## src/rtl/vga_sync.sv

```systemverilog
// 640x480 VGA pixel-timing generator: pixel divider, h/v counters, registered sync/blank decode.
// Optional VGA_RGB_PIPE_EN adds a one-pixel output stage with registered rgb_out.
module vga_sync #(
  parameter int H_DISPLAY = 640,
  parameter int H_FRONT   = 16,
  parameter int H_SYNC    = 96,
  parameter int H_BACK    = 48,
  parameter int V_DISPLAY = 480,
  parameter int V_FRONT   = 10,
  parameter int V_SYNC    = 2,
  parameter int V_BACK    = 33,
  parameter int PIX_DIV   = 2
) (
  input  logic       clk,
  input  logic       reset,
  input  logic [2:0] rgb_in,
  output logic       p_tick,
  output logic [9:0] pix_x,
  output logic [9:0] pix_y,
  output logic       video_on,
  output logic       hsync,
  output logic       vsync,
  output logic       frame_start,
  output logic [2:0] rgb_out
);
  localparam int H_TOTAL = H_DISPLAY + H_FRONT + H_SYNC + H_BACK;
  localparam int V_TOTAL = V_DISPLAY + V_FRONT + V_SYNC + V_BACK;
  localparam int DIV_W   = (PIX_DIV > 1) ? $clog2(PIX_DIV) : 1;

  localparam logic [DIV_W-1:0] DIV_MAX = DIV_W'(PIX_DIV - 1);
  localparam logic [9:0] H_MAX  = 10'(H_TOTAL - 1);
  localparam logic [9:0] V_MAX  = 10'(V_TOTAL - 1);
  localparam logic [9:0] H_ACT  = 10'(H_DISPLAY);
  localparam logic [9:0] V_ACT  = 10'(V_DISPLAY);
  localparam logic [9:0] HS_BEG = 10'(H_DISPLAY + H_FRONT);
  localparam logic [9:0] HS_END = 10'(H_DISPLAY + H_FRONT + H_SYNC);
  localparam logic [9:0] VS_BEG = 10'(V_DISPLAY + V_FRONT);
  localparam logic [9:0] VS_END = 10'(V_DISPLAY + V_FRONT + V_SYNC);

  logic [DIV_W-1:0] div_cnt;
  logic [9:0]       h_cnt, v_cnt, h_nxt, v_nxt;
  logic             hs_r, vs_r, von_r, fs_r;

  assign p_tick = (div_cnt == DIV_MAX);

  always_comb begin
    h_nxt = h_cnt + 10'd1;
    v_nxt = v_cnt;
    if (h_cnt == H_MAX) begin
      h_nxt = '0;
      v_nxt = (v_cnt == V_MAX) ? '0 : v_cnt + 10'd1;
    end
  end

  // Decode is taken from the next counter values so the registered flags line up with pix_x/pix_y.
  always_ff @(posedge clk) begin
    if (!reset) begin
      div_cnt <= '0;
      h_cnt   <= H_MAX;
      v_cnt   <= V_MAX;
      hs_r    <= 1'b1;
      vs_r    <= 1'b1;
      von_r   <= 1'b0;
      fs_r    <= 1'b0;
    end else begin
      div_cnt <= p_tick ? '0 : div_cnt + DIV_W'(1);
      fs_r    <= 1'b0;
      if (p_tick) begin
        h_cnt <= h_nxt;
        v_cnt <= v_nxt;
        hs_r  <= !((h_nxt >= HS_BEG) && (h_nxt < HS_END));
        vs_r  <= !((v_nxt >= VS_BEG) && (v_nxt < VS_END));
        von_r <= (h_nxt < H_ACT) && (v_nxt < V_ACT);
        fs_r  <= (h_nxt == '0) && (v_nxt == '0);
      end
    end
  end

  assign pix_x       = h_cnt;
  assign pix_y       = v_cnt;
  assign frame_start = fs_r;

`ifdef VGA_RGB_PIPE_EN
  logic       hs_d, vs_d, von_d;
  logic [2:0] rgb_q;

  // rgb_in belongs to the pixel now ending, so its colour and flags show during the next pixel.
  always_ff @(posedge clk) begin
    if (!reset) begin
      hs_d  <= 1'b1;
      vs_d  <= 1'b1;
      von_d <= 1'b0;
      rgb_q <= 3'b000;
    end else if (p_tick) begin
      hs_d  <= hs_r;
      vs_d  <= vs_r;
      von_d <= von_r;
      rgb_q <= von_r ? rgb_in : 3'b000;
    end
  end

  assign hsync    = hs_d;
  assign vsync    = vs_d;
  assign video_on = von_d;
  assign rgb_out  = rgb_q;
`else
  assign hsync    = hs_r;
  assign vsync    = vs_r;
  assign video_on = von_r;
  assign rgb_out  = von_r ? rgb_in : 3'b000;
`endif

endmodule

```

## config.mk

```make
export PLATFORM = sky130hd
export DESIGN_NAME = vga_sync
export DESIGN_NICKNAME = d
export VERILOG_FILES = /design/src/rtl/vga_sync.sv
export SDC_FILE = /design/constraint.sdc
export NUM_CORES = 1
export LEC_CHECK = 0
export ABC_AREA = 1
export CAP_MARGIN = 20
export CORE_ASPECT_RATIO = 1.4
export CORE_MARGIN = 1.5
export CORE_UTILIZATION = 45
export CTS_CLUSTER_DIAMETER = 80
export DETAILED_ROUTE_END_ITERATION = 7
export PLACE_DENSITY_LB_ADDON = 0.2
export SYNTH_ARGS = -nofsm -noshare
export SYNTH_HDL_FRONTEND = slang
export SYNTH_SLANG_ARGS = --single-unit
```

## constraint.sdc

```tcl
create_clock -name clk -period 1.7 [get_ports clk]
set_input_delay 0.34 -clock clk [delete_from_list [all_inputs] [get_ports clk]]
set_output_delay 0.34 -clock clk [all_outputs]
set_load 0.01 [all_outputs]
```

Yosys cells after proc, flatten, opt, wreduce, memory -nomap -nowiden:

Index checks and enable logic that the tools add are counted.

* flip-flop bits (word level): 25
* bits of input ports: 5
* output and inout bits: 28
* logic and storage cells: 33

* add/sub/neg operators: 3
* $lt $le $gt $ge: 6
* equality and inequality tests: 2
* mux-type cells: 4
* bitwise logic cells: 1
* reduce and logical (&&, ||, !) cells: 10

Operators with widths (number)
* 10-bit two-way mux: 3
* 10-bit by 1-bit adder with 10-bit output, second input constant: 2
* 10-bit == test, second input constant: 2
* 10-bit zero test: 2
* 10-bit < comparator, second input constant: 2
* 10-bit by 9-bit < comparator with 1-bit output, second input constant: 2
* 10-bit greater-or-equal comparator, second input constant: 1
* 10-bit by 9-bit greater-or-equal comparator with 1-bit output, second input constant: 1
* 1-bit logical AND: 4
* 3-bit two-way mux: 1
* 1-bit zero test: 2
* 2-bit AND reduction: 1
* 2-bit OR reduction: 1
* 1-bit adder, second input constant: 1
* 1-bit NOT: 1

Depth between registers and ports, before layout:

Gate-level depths: netlist of the first run.

* depth after elaboration: 6
* depth in mapped cells: 13
* depth with buffers taken out: 13

Least setup slack after synthesis of the first run:

Ideal clock, no wire load.

* path kind: reg2reg
* from: register h_cnt[0], in the netlist pix_x[0]
* to: register vs_r, in the netlist vsync
* library setup time: 0.109 ns
* data arrival time: 1.598 ns
* data required time: 1.591 ns
* path slack: -0.007 ns
* cell stages (with the launch flop): 12
* buffers on the path: 0
* clock period less this slack: 1.707 ns
* cells stage by stage: dfxtp_1 > ha_1 > nand2_2 > nor2_4 > nand3_4 > or2_1 > nand3_1 > nand2_1 > inv_1 > nand3_1 > nand2_1 > inv_1

* word-level cells in the longest chain between the ends: 5
* elaborated cells on any way between the ends: 6
* classes of those cells: order compare (2); eq/ne (1); mux (1); reduce/logical (2)

RTL lines
* start, declared: RTL line 41 `logic [9:0] h_cnt, v_cnt, h_nxt, v_nxt;`
* start signal, assigned: RTL line 69 `h_cnt <= h_nxt;`
* 10-bit == test *: RTL line 49 `if (h_cnt == H_MAX) begin`
* 10-bit two-way mux *: RTL line 49
* 10-bit by 9-bit greater-or-equal comparator with 1-bit output or 10-bit by 9-bit < comparator with 1-bit output (tied branches): RTL line 72 `vs_r <= !((v_nxt >= VS_BEG) && (v_nxt < VS_END));`
* 1-bit logical AND *: RTL line 72
* 1-bit zero test *: RTL line 72
* end signal, assigned: RTL line 72
* end, declared: RTL line 42 `logic hs_r, vs_r, von_r, fs_r;`

Mark *: on every way between the ends. The rest lies on a longest branch, timed or not.
A chain may end at the register's enable or synchronous reset.

Worst setup path after layout of the first run:

* from: register h_cnt[7], in the netlist pix_x[7]
* to: register fs_r, in the netlist frame_start

* word-level cells in the longest chain between the ends: 4
* elaborated cells on any way between the ends: 7
* classes of those cells: add/sub (1); eq/ne (1); mux (2); reduce/logical (3)

RTL lines
* 10-bit by 1-bit adder with 10-bit output or 10-bit == test (tied branches): RTL line 47, 49
* 10-bit two-way mux: RTL line 49
* 10-bit zero test: RTL line 74 `fs_r <= (h_nxt == '0) && (v_nxt == '0);`
* 1-bit logical AND *: RTL line 74
* end signal, assigned: RTL line 74
* end, declared: RTL line 42

Marks and branches as above.

==> flow_summary_export.csv, run 1 <==
group,metric,value,unit
power_and_ir_drop,switching_share,0.371,
place,gp_congestion,0.881,
layout,area_growth,58.2,%
floorplan,start_util,0.478,
floorplan,die_area,0.00375,mm2
place,place_ws,-81.2,ps
route,vias,1890,
layout,layout.nets,326,
power_and_ir_drop,p_per_area,813,mW/mm2
sta,fin_crit,1740,ps
clock_tree,cts_max_path_buffers,2,
yosys,syn_inst,242,
setup_path,cp_num_buf_inv,1,
power_and_ir_drop,power_frac_comb,0.473,
route,first_pass_iters,6,
setup_path,required,1870,ps
setup_path,r2r_start,"pix_x[7]",
floorplan,core,0.00318,mm2
setup_path,crit_type,"reg2reg",
setup_path,crit_chain,"inv_1 > nand3_1 > nor2_1 > nand2_1 > o21ai_0 > nand3_2 > and3_1 > nand2_1 > nor2_2",
sta,period_share,1.02,
yosys,async_flop_share,0,
place,dpl.hpwl,3380,um
sta,max_freq,576,MHz
global_route,grt.total_usage,0.251,
clock_tree,tritoncts,"done",
flow_run,drv_cap,0,
route,wl,4750,um
yosys,avgSynthCellArea,6.29,um2
setup_path,cp_common_cell,"nand2_1",
sta,layout_setup_ws,-35.6,ps
setup_path,end_kind,"flip-flop",
setup_path,critical_path.startpoint,"pix_x[7]",
setup_path,max_stage_delay,360,ps
route,drtIter0Drc,59,
yosys,syn_nets,250,
sta,rsz0062_at_grt,"true",
route,postRouteAntennaNets,0,
outcome,outcome,"finished, violations left",
global_route,grt_pass1_wl,7250,um
min_path,hold_path_class,"reg2reg",
layout,drive_gt1_frac,0.312,
route,drcViolationCount,0,
sta,worst_slew_pin_slew,330,ps
yosys,synth.distinct_cells,31,
yosys,ys_seq_area_frac,0.329,
floorplan,fp.dieH,71.8,um
global_route,grt_overflow,0,
setup_path,arrival,1910,ps
setup_path,critPathTopFamily,"simple AND/OR/NAND/NOR gates",
sta,fin_skew,4.06,ps
yosys,synth-main-ff-cell,"dfxtp_1",
power_and_ir_drop,seqPwrFrac,0.347,
yosys,synth-edff-count,0,
sta,slew_violations,0,
route,post_drt_wl_per_cell,13.3,um
global_route,grt_pass1_vias,1711,
clock_tree,cts_buffers,3,
clock_tree,htreeDepth,1,
clock_tree,clk_latency,270,ps
outcome,violations,"setup timing",
sta,hold_viol,0,
clock_tree,cts_hold_buf,0,
floorplan,io_pins,33,
yosys,synth-seq-cells,25,
setup_path,cp_max_fo,6,
min_path,hp-start,"hsync",
floorplan,fp.dieW,52.2,um
layout,nFillCells,250,
yosys,syn_area,0.00152,mm2
clock_tree,path_clk_slew,80,ps
route,vias_per_cell,5.31,
power_and_ir_drop,ir_drop,0.780,mV
clock_tree,cts.sink_count,25,
power_and_ir_drop,p_leak,1.17,nW
global_route,antenna_found_initial,0,
power_and_ir_drop,p_total,1.96,mW
layout,insertedDiodeCount,0,
setup_path,cp-start-kind,"flip-flop",
global_route,grt_start_max_net_pins,14,
place,io_buffers,32,
sta,setup_viol,2,
yosys,synth_warnings,0,
sta,slew-limit-headroom,0.777,
floorplan,rows,24,
power_and_ir_drop,intPower,1.23,mW
power_and_ir_drop,clock_power_share,0.181,
setup_path,crit_path_top_delay_cell,"dfxtp_1",
clock_tree,cts_root_buf,"clkbuf_8",
power_and_ir_drop,switchingPower,0.727,mW
[cell usage after synthesis, types with 2 or more instances]
| cell | instances | share of area |
|---|---|---|
| nand2_1 | 68 | 0.17 |
| inv_1 | 39 | 0.096 |
| nand3_1 | 28 | 0.092 |
| dfxtp_1 | 25 | 0.33 |
| nor2_1 | 24 | 0.059 |
| o21ai_0 | 11 | 0.036 |
| o22ai_1 | 8 | 0.033 |
| a22oi_1 | 5 | 0.025 |
| nand4_1 | 4 | 0.016 |
| ha_1 | 3 | 0.025 |
| a21oi_1 | 2 | 0.0066 |
| clkbuf_1 | 2 | 0.0049 |
| nand2_2 | 2 | 0.0082 |
| nor2_2 | 2 | 0.0082 |
| nor2_4 | 2 | 0.015 |
| nor3_1 | 2 | 0.0066 |
[through the flow]
stage	cells	cell area, um2	setup TNS [ps]	util	hold slack, ps
2_1_floorplan	242	1520	0	-	442
3_3_place_gp	346	2150	-186	0.676	471
3_5_place_dp	346	2150	-355	0.676	474
4_1_cts	352	2220	0	0.697	498
5_1_grt	356	2410	-322	0.757	538
6_report	356	2410	-44.9	0.757	489
[area by class of cell]
class | instances | area (um2) | share of cell area
clock buffer | 4 | 45.0 | 0.0187
inverter | 41 | 156 | 0.0649
multi-input combinational | 173 | 992 | 0.412
sequential | 25 | 519 | 0.216
tap | 39 | 48.8 | 0.0203
timing repair buffer | 74 | 647 | 0.269
[flip-flops by register name, indices dropped and copies added, names as in the netlist]
name and count:
pix_x 10, pix_y 10, frame_start 1, hsync 1
p_tick 1, video_on 1, vsync 1
[path summary, 6_finish.rpt]
kind	to	slack, ps	cells after the start
setup / recovery	frame_start	-40	9
hold / removal	hsync	490	2
setup reg to reg	frame_start	-40	9
hold reg to reg	hsync	490	2
[cell families after synthesis]
logic type | share of synthesized area
compound gates | 0.124
fa+ha+maj | 0.0247
simple gates | 0.413
flops | 0.329
buf+inv | 0.109
[layer usage]
metal / track usage / up-vias / wire length [um]
li1: - / 930 / -
met1: 0.304 / 891 / 1890
met2: 0.457 / 59 / 2570
met3: 0.0292 / 10 / 205
met4: 0.0712 / 0 / 84
met5: 0 / - / 0
[power by group through the flow]
stage / clock network [mW] / logic [mW] / registers, mW
after global routing: 0.383 / 1.00 / 0.685
after floorplan: 0 / 0.403 / 0.700
final: 0.354 / 0.926 / 0.679
after global placement: 0 / 0.733 / 0.681
after CTS: 0.363 / 0.765 / 0.669
after detailed placement: 0 / 0.741 / 0.683
[tightest hold or removal path, stage by stage, from the launching register on]
cell,delay (ps)
dfxtp_1,340
nor2_1,50
nor2_1,80
[what timing repair did]
item,in CTS,in global routing
setup endpoints to repair,9,11
buffers inserted,2,4
gates resized for setup,9,52
pin swaps,3,13
[cell usage in the layout, fill, tap and decap left out, drive strengths merged, types with 2 or more instances in the layout]
master         Yosys  routed
o21ai             12      12
clkdlybuf4s50      0      29
nand2             70      70
dfxtp             25      25
o22ai              8       8
nor3               3       3
dlygate4sd2        0       3
nand3             29      29
a21oi              2       2
clkbuf             2       4
nand4              4       4
a22oi              5       5
nor2              28      28
ha                 3       3
or2                2       2
inv               40      40
buf                1      42
No activity file was read; power rests on OpenSTA's default activity.
==> run 2: changes to the inputs <==
CORE_UTILIZATION = 25   (was 45)
==> run 2 against run 1 <==
- the flow still finishes with violations (setup timing)
- clock power up 5%
- power up 4.8%
- die area up 75%
- largest cell class unchanged
- register-to-register slack worse by 20 ps
- utilization down 32 points
- worst hold slack better by 16 ps
- sequential power down 0.7%
- sequential cell count unchanged
- via count down 2.8%
- clock skew up 7.4 ps
- clock-buffer cell count unchanged
- maximum frequency down 1.1%
==> flow_summary_export.csv, run 2 (synthesized netlist as in run 1, its figures left out) <==
group,metric,value,unit
setup_path,cp-start-kind,"flip-flop",
power_and_ir_drop,p_per_area,805,mW/mm2
sta,rsz0062_at_grt,"true",
layout,final_cells,395,
power_and_ir_drop,ir_drop,0.331,mV
layout,design_area,0.00255,mm2
global_route,grt.total_usage,0.160,
min_path,hold_path_class,"reg2reg",
power_and_ir_drop,power_frac_comb,0.490,
setup_path,ff2ff_setup_slack,-50,ps
floorplan,io_pins,33,
outcome,violations,"setup timing",
route,drcViolationCount,0,
power_and_ir_drop,p_total,2.05,mW
place,dp_cells,384,
sta,fin_skew,11.5,ps
route,post_drt_wl_per_cell,12.7,um
sta,fin_crit,1750,ps
global_route,grt_pass1_wl,7980,um
layout,insertedDiodeCount,0,
sta,slew-limit-headroom,0.762,
layout,final_cell_mix,"nand2_1, buf_4, inv_1, clkdlybuf4s50_1, nand3_1",
min_path,hold_depth,2,
power_and_ir_drop,switching_share,0.383,
clock_tree,path_clk_slew,100,ps
setup_path,r2r_cells,11,
floorplan,fp.dieW,69.0,um
layout,layout_commonest_cell,"nand2_1",
route,vias,1837,
floorplan,core,0.00586,mm2
clock_tree,htreeDepth,1,
layout,drive_gt1_frac,0.338,
power_and_ir_drop,clock_power_share,0.182,
power_and_ir_drop,switchingPower,0.786,mW
sta,hold_viol,0,
floorplan,start_util,0.260,
clock_tree,cts.sink_count,25,
outcome,outcome,"finished, violations left",
global_route,grt_overflow,0,
clock_tree,tritoncts,"done",
setup_path,end_kind,"flip-flop",
min_path,hp-start,"hsync",
route,postRouteAntennaNets,0,
place,place_area,0.00224,mm2
flow_run,drv_cap,0,
route,first_pass_iters,4,
sta,setup_viol,5,
route,wl,5020,um
floorplan,fp.dieH,95.3,um
sta,worst_slew_pin_slew,356,ps
layout,finish.utilization,0.434,
sta,max_freq,570,MHz
route,drtIter0Drc,82,
clock_tree,cts_buffers,3,
min_path,hold_end,"hsync",
sta,period_share,1.03,
clock_tree,cts_root_buf,"clkbuf_8",
sta,layout_setup_ws,-54.3,ps
setup_path,rr_endpoint,"frame_start",
place,io_buffers,32,
global_route,grt_start_max_net_pins,14,
sta,tns,-127,ps
floorplan,die_area,0.00657,mm2
layout,area_growth,67.3,%
power_and_ir_drop,p_leak,1.21,nW
place,dpl.hpwl,3860,um
clock_tree,cts_hold_buf,0,
sta,slew_violations,0,
clock_tree,cts_max_path_buffers,2,
route,vias_per_cell,4.65,
power_and_ir_drop,seqPwrFrac,0.328,
setup_path,crit_type,"reg2reg",
global_route,grt_pass1_vias,1795,
setup_path,cp_max_fo,7,
setup_path,required,1920,ps
setup_path,r2r_start,"pix_x[1]",
place,gp_congestion,0.927,
layout,layout.nets,334,
power_and_ir_drop,intPower,1.27,mW
floorplan,rows,33,
global_route,antenna_found_initial,0,
clock_tree,clk_latency,280,ps
setup_path,arrival,1970,ps
-- run 2: changes by cell type in the layout (fill, tap and decap cells not counted), sizes merged --
cell	delta
buf	+8
-- run 2: area by class of cell --
| cell class | count | area [um2] |
|---|---|---|
| Tap cell | 70 | 87.6 |
| Fill cell | 613 | 3320 |
| Clock buffer | 4 | 45.0 |
| Multi-Input combinational cell | 173 | 1020 |
| Sequential cell | 25 | 517 |
| Timing Repair Buffer | 82 | 716 |
| Inverter | 41 | 161 |
-- run 2: critical path, cell delays in order (launching register included) --
cell and delay [ps]:
dfxtp_2 370, ha_4 150, nand2_4 60, nor2_4 170
nand3_4 110, buf_12 160, nand2_1 110, o21ai_4 80
buf_4 130, nor2_1 150, nand3_2 100, nor2_2 100
-- run 2: worst max-delay path by stage --
stage	start	end	slack [ps]
detailed placement	pix_x[1]	vsync	-80
CTS	pix_x[0]	frame_start	-9
finish	pix_x[1]	frame_start	-50
global placement	pix_x[1]	vsync	-100
global route	pix_x[1]	frame_start	-160
floorplan	pix_x[1]	vsync	9
-- run 2: power groups by stage --
stage                     sequential (mW)  clock [mW]  combinational, mW
after floorplan                     0.700           0              0.403
after global placement              0.679           0              0.786
after detailed placement            0.679           0              0.789
after CTS                           0.671       0.387              0.843
after global routing                0.681       0.408               1.11
final                               0.674       0.373               1.00
-- run 2: what timing repair did --
| item | in CTS | in global routing |
|---|---|---|
| setup endpoints to repair | 10 | 14 |
| buffers inserted | 2 | 5 |
| pin swaps | 5 | 20 |
| gates resized for setup | 24 | 45 |
-- run 2: routing by layer --
metal	part of all wire	up-vias	global-route usage
li1	-	949	-
met1	0.41	851	0.185
met2	0.55	27	0.292
met3	0.021	10	0.0165
met4	0.023	0	0.0621
met5	0	-	0
-- run 2: stage by stage --
step | hold slack, ps | worst slack (ps)
after floorplan | 442 | 8.57
after global placement | 480 | -95.8
after detailed placement | 492 | -83.5
after CTS | 507 | -9.22
after global routing | 557 | -159
final | 505 | -54.3
==> run 3: changes to the inputs <==
GPL_ROUTABILITY_DRIVEN = 0   (was unset)
==> results of run 3 <==
No change in the layout: final DEF, timing and power equal those of run 2.
